===== config.mk =====
export PLATFORM = sky130hd
export DESIGN_NAME = vector_square_collector
export DESIGN_NICKNAME = d
export VERILOG_FILES = /design/src/rtl/vector_square_collector.sv
export SDC_FILE = /design/constraint.sdc
export NUM_CORES = 1
export LEC_CHECK = 0
export ABC_AREA = 1
export CORE_MARGIN = 8
export CORE_UTILIZATION = 40
export DETAILED_ROUTE_END_ITERATION = 10
export DONT_BUFFER_PORTS = 1
export PLACE_DENSITY = 0.61
export SETUP_SLACK_MARGIN = 0.5
export SYNTH_ARGS = -nofsm -noshare
export SYNTH_HDL_FRONTEND = slang
export SYNTH_SLANG_ARGS = --single-unit

===== constraint.sdc =====
create_clock -name clk -period 1.85 [get_ports clk]
set_clock_uncertainty 0.2 [all_clocks]
set_input_delay 0.555 -clock clk [delete_from_list [all_inputs] [get_ports clk]]
set_output_delay 0.555 -clock clk [all_outputs]
set_load 0.01 [all_outputs]

===== src/rtl/vector_square_collector.sv =====
// Streaming squarer: accepts elements over valid/ready, packs squares into a VECTOR_LEN x 32-bit bus.
// Optional running sum of accepted squares on sum_out when VSC_RUNNING_SUM_EN is defined.
module vector_square_collector #(
    parameter int unsigned VECTOR_LEN = 8,
    parameter int unsigned ELEM_W     = 8,
    parameter int unsigned CNT_W      = $clog2(VECTOR_LEN + 1)
) (
    input  logic                     clk,
    input  logic                     rst_n,
    input  logic                     in_valid,
    output logic                     in_ready,
    input  logic [ELEM_W-1:0]        in_data,
    input  logic                     flush,
    output logic                     out_valid,
    input  logic                     out_ready,
    output logic [VECTOR_LEN*32-1:0] out_bus,
    output logic [CNT_W-1:0]         elem_count
`ifdef VSC_RUNNING_SUM_EN
    ,
    output logic [31:0]              sum_out
`endif
);

    localparam int unsigned SQ_W  = 2 * ELEM_W;
    localparam int unsigned BUS_W = VECTOR_LEN * 32;

    localparam logic [0:0] ST_FILL = 1'b0;
    localparam logic [0:0] ST_FULL = 1'b1;

    logic [0:0]       state;
    logic [0:0]       state_nxt;
    logic [CNT_W-1:0] count_nxt;
    logic [BUS_W-1:0] bus_nxt;
    logic             out_valid_nxt;
    logic             in_ready_nxt;
    logic             accept;
    logic [SQ_W-1:0]  square;
    logic [31:0]      lane_sq;

    assign accept  = in_valid && in_ready;
    assign square  = SQ_W'(in_data) * SQ_W'(in_data);
    assign lane_sq = 32'(square);

`ifdef VSC_RUNNING_SUM_EN
    logic [31:0] sum_nxt;
    logic [32:0] sum_wide;

    assign sum_wide = {1'b0, sum_out} + 33'(lane_sq);
`endif

    // Next-state and next-output logic; flush overrides every other event
    always_comb begin
        state_nxt     = state;
        count_nxt     = elem_count;
        bus_nxt       = out_bus;
        out_valid_nxt = out_valid;
        in_ready_nxt  = in_ready;
`ifdef VSC_RUNNING_SUM_EN
        sum_nxt       = sum_out;
`endif
        if (flush) begin
            state_nxt     = ST_FILL;
            count_nxt     = '0;
            bus_nxt       = '0;
            out_valid_nxt = 1'b0;
            in_ready_nxt  = 1'b1;
`ifdef VSC_RUNNING_SUM_EN
            sum_nxt       = '0;
`endif
        end else begin
            case (state)
                ST_FILL: begin
                    in_ready_nxt  = 1'b1;
                    out_valid_nxt = 1'b0;
                    if (accept) begin
                        for (int unsigned i = 0; i < VECTOR_LEN; i++) begin
                            if (elem_count == CNT_W'(i)) begin
                                bus_nxt[i*32 +: 32] = lane_sq;
                            end
                        end
                        count_nxt = elem_count + CNT_W'(1);
`ifdef VSC_RUNNING_SUM_EN
                        sum_nxt   = sum_wide[31:0];
`endif
                        if (elem_count == CNT_W'(VECTOR_LEN - 1)) begin
                            state_nxt     = ST_FULL;
                            out_valid_nxt = 1'b1;
                            in_ready_nxt  = 1'b0;
                        end
                    end
                end
                ST_FULL: begin
                    in_ready_nxt = 1'b0;
                    if (out_valid && out_ready) begin
                        state_nxt     = ST_FILL;
                        count_nxt     = '0;
                        bus_nxt       = '0;
                        out_valid_nxt = 1'b0;
                        in_ready_nxt  = 1'b1;
`ifdef VSC_RUNNING_SUM_EN
                        sum_nxt       = '0;
`endif
                    end
                end
                default: begin
                    state_nxt = ST_FILL;
                end
            endcase
        end
    end

    always_ff @(posedge clk or negedge rst_n) begin
        if (!rst_n) begin
            state      <= ST_FILL;
            elem_count <= '0;
            out_bus    <= '0;
            out_valid  <= 1'b0;
            in_ready   <= 1'b0;
        end else begin
            state      <= state_nxt;
            elem_count <= count_nxt;
            out_bus    <= bus_nxt;
            out_valid  <= out_valid_nxt;
            in_ready   <= in_ready_nxt;
        end
    end

`ifdef VSC_RUNNING_SUM_EN
    always_ff @(posedge clk or negedge rst_n) begin
        if (!rst_n) begin
            sum_out <= '0;
        end else begin
            sum_out <= sum_nxt;
        end
    end

    // The accumulator must never wrap past 2^32-1
    assert property (@(posedge clk) disable iff (!rst_n)
        (accept && !flush && state == ST_FILL) |-> !sum_wide[32])
        else $error("vector_square_collector: running sum wrapped");
`endif

    // A presented vector stays put while downstream stalls (flush may still discard it)
    assert property (@(posedge clk) disable iff (!rst_n)
        (out_valid && !out_ready && !flush) |=> $stable(out_bus))
        else $error("vector_square_collector: out_bus changed while stalled");

endmodule


==> impl_metrics.env, run 1 <==
export IMPL_timing_hold_ws_ns=-0.366
export IMPL_dominant_combinational_cell_family_by_area_after_synthesis="simple AND/OR/NAND/NOR gates"
export IMPL_worst_endpoint_required_ns=2.00
export IMPL_final_layout_size_suffix_gt1_share_pct=35.5
export IMPL_critical_path_max_fanout=8
export IMPL_grt_setup_unrepaired="true"
export IMPL_synth_compound_area_share_pct=5.96
export IMPL_antenna_cells=0
export IMPL_chipHeight_um=159
export IMPL_fp_dieArea_mm2=0.0251
export IMPL_maxUsedRoutingLayer="met4"
export IMPL_cap_violations=0
export IMPL_timing_critical_path_arrival_ns=3.86
export IMPL_timing_critical_path_from_type="input pin"
export IMPL_firstDrtPassIters=7
export IMPL_ys_ff_latch=127
export IMPL_synth_edff_count=0
export IMPL_gpl_final_weighted_congestion=0.902
export IMPL_first_global_vias=6320
export IMPL_grt_pass1_wl_mm=35.1
export IMPL_global_route_overflow_total=0
export IMPL_violated_checks="hold timing, setup timing"
export IMPL_post_route_cell_area_mm2=0.0106
export IMPL_synth_adder_area_share_pct=11.4
export IMPL_synthDominantCellAreaShare_pct=39.1
export IMPL_dp_cells=1279
export IMPL_finalWorstPathRequiredPeriod_ns=3.71
export IMPL_yosys_mux_area_fraction_pct=0
export IMPL_initial_core_util_pct=40.4
export IMPL_postLayoutSetupSlackWorst_ns=-1.86
export IMPL_h_tree_depth=4
export IMPL_finalWirelength_mm=23.6
export IMPL_final_hold_violation_count=127
export IMPL_antenna_left=0
export IMPL_max_clk_rate_mhz=270
export IMPL_clockRootBuffer="sky130_fd_sc_hd__clkbuf_16"
export IMPL_number_of_vias_after_detailed_routing=6251
export IMPL_drc_errors=0
export IMPL_cp_end_kind="register"
export IMPL_met1_wire_length_mm=9.47
export IMPL_numClockSinks=127
export IMPL_post_synth_instance_area_mm2=0.00813
export IMPL_status="finished, violations left"
export IMPL_initial_antenna_violation_count=0
export IMPL_nNetsFinal=1142
export IMPL_power_density_mw_per_mm2=1270
export IMPL_core_mm2=0.0201
export IMPL_yosysMostFrequentCell="sky130_fd_sc_hd__nand2_1"
export IMPL_post_dp_cell_area_mm2=0.00867
export IMPL_synth_xor_area_share_pct=0.754
export IMPL_worst_skew_pair_late_latency_ns=0.43
export IMPL_synthSimpleGateAreaFrac_pct=22.1
export IMPL_final_max_slew_viol_count=0
export IMPL_synth_warnings=0
export IMPL_netlist_instances=964
export IMPL_yosysSeqAreaShare_pct=39.1
export IMPL_path_clk_slew_ns=0.05
export IMPL_post_synth_cell_area_avg_um2=8.43
export IMPL_num_fill_cells=1840
export IMPL_viasPerCell=4.62
export IMPL_instances_no_fill=1353
export IMPL_route_met2_wl_mm=11.3
export IMPL_synth_top_area_cell="sky130_fd_sc_hd__dfrtp_1"
export IMPL_clk_path_buf_depth=2
export IMPL_row_count=52
export IMPL_vdd_drop_max_mv=0.716
export IMPL_detailed_place_hpwl_mm=16.3
export IMPL_ys_top_cells_by_area="sky130_fd_sc_hd__dfrtp_1, sky130_fd_sc_hd__nand2_1, sky130_fd_sc_hd__buf_4, sky130_fd_sc_hd__fa_1, sky130_fd_sc_hd__ha_1"
export IMPL_cts_tree="yes"
export IMPL_timing_hold_worst_class="input pin to asynchronous set/reset pin"
export IMPL_synth_cell_types=35
export IMPL_first_iter_violations=287
export IMPL_cts_buffers_inserted=17
export IMPL_die_x_um=159
export IMPL_port_buffer_count=0
export IMPL_layout_area_overhead_vs_synth_pct=30.5
export IMPL_gr_usage_all_layers_pct=18.5
export IMPL_routed_wl_met3_mm=2.35
export IMPL_min_period_over_period_pct=201
export IMPL_total_leakage_power_uw=0.00565
export IMPL_ios=275
export IMPL_asyncSetResetFlopFracSynth_pct=100
export IMPL_synth_ff_type="sky130_fd_sc_hd__dfrtp_1"
export IMPL_finalSetupViolCount=97
export IMPL_grt_start_max_net_pins=128
export IMPL_routedWlPerCell_um=17.4
export IMPL_worstSetupPathType="input pin to register"
export IMPL_synth_cells_most_frequent="sky130_fd_sc_hd__nand2_1, sky130_fd_sc_hd__buf_4, sky130_fd_sc_hd__dfrtp_1, sky130_fd_sc_hd__inv_1, sky130_fd_sc_hd__nand4_1"
[flip-flops by register name, indices dropped and copies added (netlist names)]
register	cells
out_valid	1
elem_count	4
out_bus	120
state	1
in_ready	1
[critical path, cell delays in order]
cell,delay [ns]
sky130_fd_sc_hd__nand2_8,0.03
sky130_fd_sc_hd__fa_1,0.55
sky130_fd_sc_hd__inv_2,0.06
sky130_fd_sc_hd__fa_1,0.48
sky130_fd_sc_hd__fa_1,0.50
sky130_fd_sc_hd__inv_1,0.05
sky130_fd_sc_hd__fa_1,0.49
sky130_fd_sc_hd__inv_2,0.05
sky130_fd_sc_hd__ha_4,0.29
sky130_fd_sc_hd__nand2_4,0.06
sky130_fd_sc_hd__inv_4,0.06
sky130_fd_sc_hd__nand2_2,0.05
sky130_fd_sc_hd__nor2_1,0.08
sky130_fd_sc_hd__nand2_1,0.07
sky130_fd_sc_hd__nand4_1,0.14
sky130_fd_sc_hd__buf_4,0.16
sky130_fd_sc_hd__nand4_1,0.09
sky130_fd_sc_hd__nand2_1,0.10
[kinds of logic (layout without fill, tap and decap cells)]
family / Yosys count / after routing
AO/OA/AOI/OAI: 73 / 73
XOR/XNOR: 7 / 7
adder cells (fa/ha/maj): 59 / 59
buffers and inverters: 278 / 261
flip-flops: 127 / 127
other: 1 / 136
AND/OR/NAND/NOR: 419 / 420
[metal layers]
metal / GRT usage, % / up-vias
met3: 6.92 / 33
met2: 29.7 / 238
li1: - / 2947
met5: 0 / -
met1: 22.4 / 3033
met4: 6.06 / 0
[per-stage QoR]
step / hold slack, ns / worst slack (ns) / setup TNS, ns / total power (uW) / util [%]
2_1_floorplan: 0.0594 / -2.20 / -189.79 / 7490 / -
3_3_place_gp: 0.0641 / -2.31 / -203.48 / 8910 / 43.1
3_5_place_dp: 0.0649 / -2.32 / -205.50 / 8990 / 43.1
4_1_cts: -0.385 / -1.86 / -156.45 / 13100 / 50.3
5_1_grt: -0.392 / -2.01 / -169.34 / 14400 / 52.8
6_report: -0.366 / -1.86 / -156.99 / 13500 / 52.8
[where the power goes]
group	switching, uW	internal (uW)	total [uW]
Combinational	3150	2350	5500
Sequential	1060	3570	4640
Clock	1220	2130	3360
[layout by cell type, fill, tap and decap left out, types with 13 or more instances in the layout]
cell,synthesis,routed
sky130_fd_sc_hd__dfrtp_1,127,90
sky130_fd_sc_hd__ha_1,34,21
sky130_fd_sc_hd__o21ai_2,10,41
sky130_fd_sc_hd__nand2_2,0,47
sky130_fd_sc_hd__buf_12,0,19
sky130_fd_sc_hd__clkbuf_16,0,19
sky130_fd_sc_hd__nand2_4,3,27
sky130_fd_sc_hd__nand2_1,331,258
sky130_fd_sc_hd__dfrtp_2,0,37
sky130_fd_sc_hd__nor2_1,20,13
sky130_fd_sc_hd__nand4_1,38,38
sky130_fd_sc_hd__conb_1,1,136
sky130_fd_sc_hd__inv_2,7,23
sky130_fd_sc_hd__inv_1,108,83
sky130_fd_sc_hd__o21ai_1,31,14
sky130_fd_sc_hd__buf_4,138,55
sky130_fd_sc_hd__buf_6,14,27
sky130_fd_sc_hd__fa_1,25,22
[final cells by class]
class | count | area (um2) | area share [%]
Timing Repair Buffer | 111 | 1360 | 12.8
Multi-Input combinational cell | 695 | 4570 | 43.1
Inverter | 117 | 503 | 4.74
Clock inverter | 12 | 143 | 1.34
Sequential cell | 127 | 3220 | 30.4
Timing Repair inverter | 1 | 16.3 | 0.153
Tap cell | 270 | 338 | 3.19
Clock buffer | 20 | 447 | 4.21
[final timing paths]
check	start	end	slack [ns]	cells after the start
min reg2reg	out_bus[99]	out_bus[99]	0.33	2
min	rst_n	out_bus[105]	-0.37	0
max	in_data[4]	out_bus[47]	-1.86	18
max in group asynchronous	rst_n	state	1.63	0
min in group clk	in_valid	out_valid	0.22	4
max reg2reg	state	out_bus[101]	0.01	10
[timing repair]
action                                  CTS  global route
endpoints found under the hold margin   127           127
endpoints found under the setup margin  253           253
setup buffers                            23             8
gates cloned                              9             2
pin swaps                                68            40
resized for setup                       140           107
No activity file was read; power rests on OpenSTA's default activity.
==> inputs of run 2 (changes only) <==
- clock period: 1.85 -> 4.63 ns (I/O delays scaled with it)
==> run 2 against run 1 <==
Compared with the run above: the run now ends clean; sequential share of layout area grew 4.0 points; clock-buffer cell count shrank 1; critical path depth is the same; worst hold slack gained 0.71 ns; global-route usage shrank 1.9 points; register-to-register slack gained 2.4 ns; cell count shrank 5.1%.
==> impl_metrics.env, run 2 (synthesis results as in run 1) <==
export IMPL_status="finished clean"
export IMPL_row_count=52
export IMPL_firstDrtPassIters=4
export IMPL_final_max_slew_viol_count=0
export IMPL_finalSetupViolCount=0
export IMPL_chipHeight_um=159
export IMPL_worstSetupPathType="input pin to register"
export IMPL_gpl_final_weighted_congestion=0.830
export IMPL_timing_critical_path_from_type="input pin"
export IMPL_worst_endpoint_required_ns=4.77
export IMPL_cp_common_cell="sky130_fd_sc_hd__fa_1"
export IMPL_timing_hold_worst_class="register to register"
export IMPL_drc_errors=0
export IMPL_initial_antenna_violation_count=0
export IMPL_cp_cell_sequence="nand2_8, fa_1, inv_2, fa_1, fa_1, inv_1, fa_1, inv_2, ha_4, nand2_4, inv_4, nand2_4, nor2_4, nor2_1, nand2_1, nand3_2, buf_12, o21ai_2"
export IMPL_layout_area_overhead_vs_synth_pct=13.7
export IMPL_total_leakage_power_uw=0.00504
export IMPL_cp_end_kind="register"
export IMPL_post_route_cell_area_mm2=0.00924
export IMPL_min_period_over_period_pct=98.0
export IMPL_clk_path_buf_depth=2
export IMPL_port_buffer_count=0
export IMPL_setup_worst_path_start="in_data[4]"
export IMPL_detailed_place_hpwl_mm=15.7
export IMPL_clockRootBuffer="sky130_fd_sc_hd__clkbuf_16"
export IMPL_worst_skew_pair_late_latency_ns=0.42
export IMPL_post_dp_cell_area_mm2=0.00828
export IMPL_largest_register_ffs=120
export IMPL_grt_pass1_wl_mm=32.1
export IMPL_critical_path_max_fanout=8
export IMPL_setup_tns_final_ns=0
export IMPL_number_of_vias_after_detailed_routing=5844
export IMPL_timing_critical_path_arrival_ns=4.68
export IMPL_routedWlPerCell_um=16.4
export IMPL_nNetsFinal=1073
export IMPL_beginning_of_the_worst_hold_path="out_bus[98]"
export IMPL_vdd_drop_max_mv=0.239
export IMPL_global_route_overflow_total=0
export IMPL_final_layout_size_suffix_gt1_share_pct=22.1
export IMPL_ff2ff_setup_slack_ns=2.40
export IMPL_numClockSinks=127
export IMPL_finalWorstPathRequiredPeriod_ns=4.54
export IMPL_cts_tree="yes"
export IMPL_most_used_cells_in_the_layout_excluding_fill_and_tap_cells="sky130_fd_sc_hd__nand2_1, sky130_fd_sc_hd__conb_1, sky130_fd_sc_hd__dfrtp_1"
export IMPL_antenna_cells=0
export IMPL_critical_path_reg2reg_startpoint="state"
export IMPL_core_mm2=0.0201
export IMPL_slew_headroom_pct=64.2
export IMPL_gr_usage_all_layers_pct=16.6
export IMPL_grt_start_max_net_pins=128
export IMPL_initial_core_util_pct=40.4
export IMPL_max_clk_rate_mhz=220
export IMPL_timing_hold_ws_ns=0.347
export IMPL_max_incr_delay_on_cp_ns=0.54
export IMPL_num_fill_cells=1962
export IMPL_ios=275
export IMPL_fp_dieArea_mm2=0.0251
export IMPL_first_iter_violations=295
export IMPL_largest_register="out_bus"
export IMPL_first_global_vias=5842
export IMPL_grt_setup_unrepaired="true"
export IMPL_critical_path_s_slowest_cell="sky130_fd_sc_hd__fa_1"
export IMPL_path_clk_slew_ns=0.06
export IMPL_antenna_left=0
export IMPL_worst_pin_slew_ns=0.535
export IMPL_die_x_um=159
export IMPL_layout_cells_most_common="sky130_fd_sc_hd__nand2_1"
export IMPL_h_tree_depth=4
export IMPL_cap_violations=0
export IMPL_final_hold_violation_count=0
export IMPL_cts_buffers_inserted=17
export IMPL_power_density_mw_per_mm2=554
export IMPL_reg_top3="out_bus: 120 flops, elem_count: 4 flops"
export IMPL_finalWirelength_mm=21.1
export IMPL_viasPerCell=4.55
[run 2: cell count changes in the layout (fill, tap and decap cells not counted), moves of 16 or more]
cell | previous run | this run
sky130_fd_sc_hd__o21ai_1 | 14 | 30
sky130_fd_sc_hd__dfrtp_2 | 37 | 0
sky130_fd_sc_hd__nand2_2 | 47 | 25
sky130_fd_sc_hd__buf_4 | 55 | 30
sky130_fd_sc_hd__dfrtp_1 | 90 | 127
sky130_fd_sc_hd__buf_6 | 27 | 10
sky130_fd_sc_hd__o21ai_2 | 41 | 20
sky130_fd_sc_hd__nand2_1 | 258 | 289
[run 2: critical path, delay by kind of cell]
family,cells,cell delay [ns]
and+or+nand+nor,7,0.48
AOI/OAI and AO/OA,1,0.10
adders and majority gates,5,2.28
buffers and inverters,5,0.39
[run 2: layer usage]
layer | vias up | global-route usage [%] | share of wire [%] | wire length [um]
met5 | - | 0 | 0 | 0
met4 | 0 | 4.49 | 1.0 | 220
met3 | 20 | 6.57 | 11 | 2330
met2 | 240 | 26.6 | 47 | 10000
met1 | 2785 | 20.4 | 41 | 8550
li1 | 2799 | - | - | -
[run 2: report_power, final]
part	switching (uW)	internal (uW)
Sequential	414	1410
Clock	500	766
Combinational	1200	822
[run 2: through the flow]
stage | power, uW | utilization (%) | setup slack, ns | cells
after global placement | 3510 | 41.2 | -0.380 | 1249
after global routing | 5470 | 46.0 | -0.0590 | 1284
after detailed placement | 3530 | 41.2 | -0.440 | 1249
final | 5120 | 46.0 | 0.0919 | 1284
after CTS | 4970 | 45.0 | 0.133 | 1282
after floorplan | 2990 | - | -0.257 | 1099
[run 2: cell type report]
cell class / instances / area, um2 / area share [%]
multi-input combinational: 694 / 4280 / 46.3
sequential: 127 / 3180 / 34.4
inverter: 117 / 460 / 4.98
tap: 270 / 338 / 3.66
clock buffer: 19 / 453 / 4.90
timing repair buffer: 44 / 418 / 4.52
clock inverter: 13 / 114 / 1.23
[run 2: worst paths after layout]
path	cells past startpoint	end
worst max-delay path	18	out_bus[43]
worst min-delay path	2	out_bus[98]
worst max register to register	7	out_bus[11]
worst min register to register	2	out_bus[98]
max in group asynchronous	0	out_bus[239]
min in group asynchronous	0	out_bus[99]
[run 2: timing repair]
action | 4_1_cts | 5_1_grt
resized for setup | 48 | 54
buffers inserted | 1 | 2
hold buffers | 0 | 0
pin swaps | 24 | 30
endpoints found under the setup margin | 81 | 88
==> inputs of run 3 (changes only) <==
- CTS_BUF_LIST: not set -> sky130_fd_sc_hd__clkbuf_2 sky130_fd_sc_hd__clkbuf_4 sky130_fd_sc_hd__clkbuf_8
- clock period: 4.63 -> 5.42 ns (I/O delays scaled with it)
==> run 3 against run 2 <==
Compared with the run above: worst setup slack gained 0.54 ns; design area shrank 8.0%; worst hold slack gained 0.0027 ns; register-to-register slack gained 0.43 ns; non-clock buffer count shrank 33; clock power shrank 31%; flip-flop and latch count is the same; clock-buffer cell count is the same; combinational power shrank 33%; first-iteration DRC count shrank 1.4%; global-route usage shrank 0.53 points; critical path type unchanged; critical endpoint is now out_bus[47]; highest routed layer unchanged.
==> impl_metrics.env, run 3 (synthesis results as in run 1) <==
export IMPL_global_route_overflow_total=0
export IMPL_worst_skew_pair_late_latency_ns=0.43
export IMPL_min_period_over_period_pct=88.3
export IMPL_power_density_mw_per_mm2=447
export IMPL_initial_antenna_violation_count=0
export IMPL_antenna_left=0
export IMPL_gr_usage_all_layers_pct=16.1
export IMPL_layout_area_overhead_vs_synth_pct=4.57
export IMPL_switching_share_pct=42.7
export IMPL_power_internal_uw=2180
export IMPL_cts_buffers_inserted=17
export IMPL_layout_cells_most_common="sky130_fd_sc_hd__nand2_1"
export IMPL_max_clk_rate_mhz=209
export IMPL_vdd_drop_max_mv=0.183
export IMPL_cp_cell_sequence="nand2_2, inv_2, fa_1, fa_1, inv_1, fa_1, fa_1, inv_2, ha_4, nand2_1, nand2_1, nand2_1, nand2_2, nand2_2, nand4_1, buf_6, nand4_1, nand2_1"
export IMPL_largest_register_ffs=120
export IMPL_finalWorstPathRequiredPeriod_ns=4.79
export IMPL_grt_pass1_wl_mm=31.2
export IMPL_timing_hold_worst_class="register to register"
export IMPL_total_leakage_power_uw=0.00469
export IMPL_cts_hold_buffers=0
export IMPL_row_count=52
export IMPL_slew_headroom_pct=22.0
export IMPL_antenna_cells=0
export IMPL_chipHeight_um=159
export IMPL_final_layout_size_suffix_gt1_share_pct=13.1
export IMPL_grt_start_max_net_pins=128
export IMPL_total_design_power_uw=3800
export IMPL_clockRootBuffer="sky130_fd_sc_hd__clkbuf_8"
export IMPL_first_global_vias=5632
export IMPL_setup_tns_final_ns=0
export IMPL_multi_input_area_mm2=0.00401
export IMPL_p_comb_share_pct=35.7
export IMPL_seq_power_share_pct=41.2
export IMPL_cp_end_kind="register"
export IMPL_ios=275
export IMPL_routedWlPerCell_um=16.4
export IMPL_detailed_place_hpwl_mm=15.5
export IMPL_number_of_vias_after_detailed_routing=5651
export IMPL_die_x_um=159
export IMPL_largest_register="out_bus"
export IMPL_reg_top3="out_bus: 120 flops, elem_count: 4 flops"
export IMPL_nNetsFinal=1040
export IMPL_grt_setup_unrepaired="true"
export IMPL_clk_path_buf_depth=2
export IMPL_drc_errors=0
export IMPL_status="finished clean"
export IMPL_clock_power_share_pct=23.1
export IMPL_firstDrtPassIters=4
export IMPL_final_hold_violation_count=0
export IMPL_final_max_slew_viol_count=0
export IMPL_worst_endpoint_required_ns=5.58
export IMPL_worst_pin_slew_ns=1.17
export IMPL_initial_core_util_pct=40.4
export IMPL_num_fill_cells=2081
export IMPL_finalWirelength_mm=20.5
export IMPL_gpl_final_weighted_congestion=0.834
export IMPL_switching_power_uw=1620
export IMPL_path_clk_slew_ns=0.09
export IMPL_critical_path_s_slowest_cell="sky130_fd_sc_hd__fa_1"
export IMPL_fp_dieArea_mm2=0.0251
export IMPL_critical_path_max_fanout=8
export IMPL_viasPerCell=4.52
export IMPL_timing_critical_path_arrival_ns=4.95
export IMPL_timing_critical_path_from_type="input pin"
export IMPL_core_mm2=0.0201
export IMPL_cap_violations=0
export IMPL_first_iter_violations=291
export IMPL_port_buffer_count=0
export IMPL_worstSetupPathType="input pin to register"
export IMPL_finalSetupViolCount=0
export IMPL_most_used_cells_in_the_layout_excluding_fill_and_tap_cells="sky130_fd_sc_hd__nand2_1, sky130_fd_sc_hd__conb_1, sky130_fd_sc_hd__dfrtp_1"
export IMPL_regArea_mm2=0.00318
export IMPL_h_tree_depth=4
export IMPL_cts_tree="yes"
export IMPL_max_incr_delay_on_cp_ns=0.55
export IMPL_numClockSinks=127
run 3: changes by cell type in the layout (fill, tap and decap cells not counted), sizes merged:
cell,previous run,this run
bufinv,1,3
clkinv,8,6
buf,44,11
run 3: metrics by stage:
stage	worst slack (ns)	utilization (%)	hold WS (ns)	cell area [um2]	std cells
after detailed placement	0.131	39.5	0.336	7940	1215
after floorplan	0.296	-	0.306	8830	1099
after CTS	0.590	41.6	0.358	8370	1247
after global placement	0.149	39.5	0.333	7940	1215
final	0.635	42.3	0.349	8500	1251
after global routing	0.467	42.3	0.381	8500	1251
run 3: metal layers:
metal | part of all wire, % | wire, um | global-route usage, % | up-vias
li1 | - | - | - | 2728
met1 | 41 | 8470 | 20.5 | 2690
met2 | 47 | 9590 | 25.2 | 218
met3 | 10 | 2130 | 5.48 | 15
met4 | 1.4 | 278 | 4.94 | 0
met5 | 0 | 0 | 0 | -
run 3: power by group through the flow:
stage / sequential (uW) / combinational (uW) / clock, uW
floorplan: 1480 / 1060 / 0
global placement: 1590 / 1230 / 0
detailed placement: 1590 / 1250 / 0
CTS: 1580 / 1260 / 902
global route: 1600 / 1550 / 937
finish: 1570 / 1360 / 879
run 3: repair_timing:
action                                  4_1_cts  5_1_grt
buffers inserted                              0        4
endpoints found under the setup margin        0       52
resized for setup                             0       27
run 3: final timing paths:
kind / from / endpoint / slack [ns] / cells past startpoint
max: in_data[2] / out_bus[47] / 0.63 / 18
min: out_bus[96] / out_bus[96] / 0.35 / 2
max reg2reg: state / out_bus[162] / 2.83 / 5
min reg2reg: out_bus[96] / out_bus[96] / 0.35 / 2
max in group asynchronous: rst_n / out_bus[160] / 4.14 / 0
min in group asynchronous: rst_n / out_bus[99] / 0.69 / 0
run 3: area by class of cell:
type / instances / share of cell area [%]
sequential: 127 / 37.4
clock inverter: 13 / 1.91
multi-input combinational: 694 / 47.1
timing repair buffer: 11 / 1.25
clock buffer: 19 / 3.08
tap: 270 / 3.97
inverter: 117 / 5.25
run 3: worst max-delay path: cells and delay by family:
| family | cells | cell delay, ns |
|---|---|---|
| adders and majority gates | 5 | 2.28 |
| and+or+nand+nor | 9 | 0.78 |
| buffers and inverters | 4 | 0.29 |
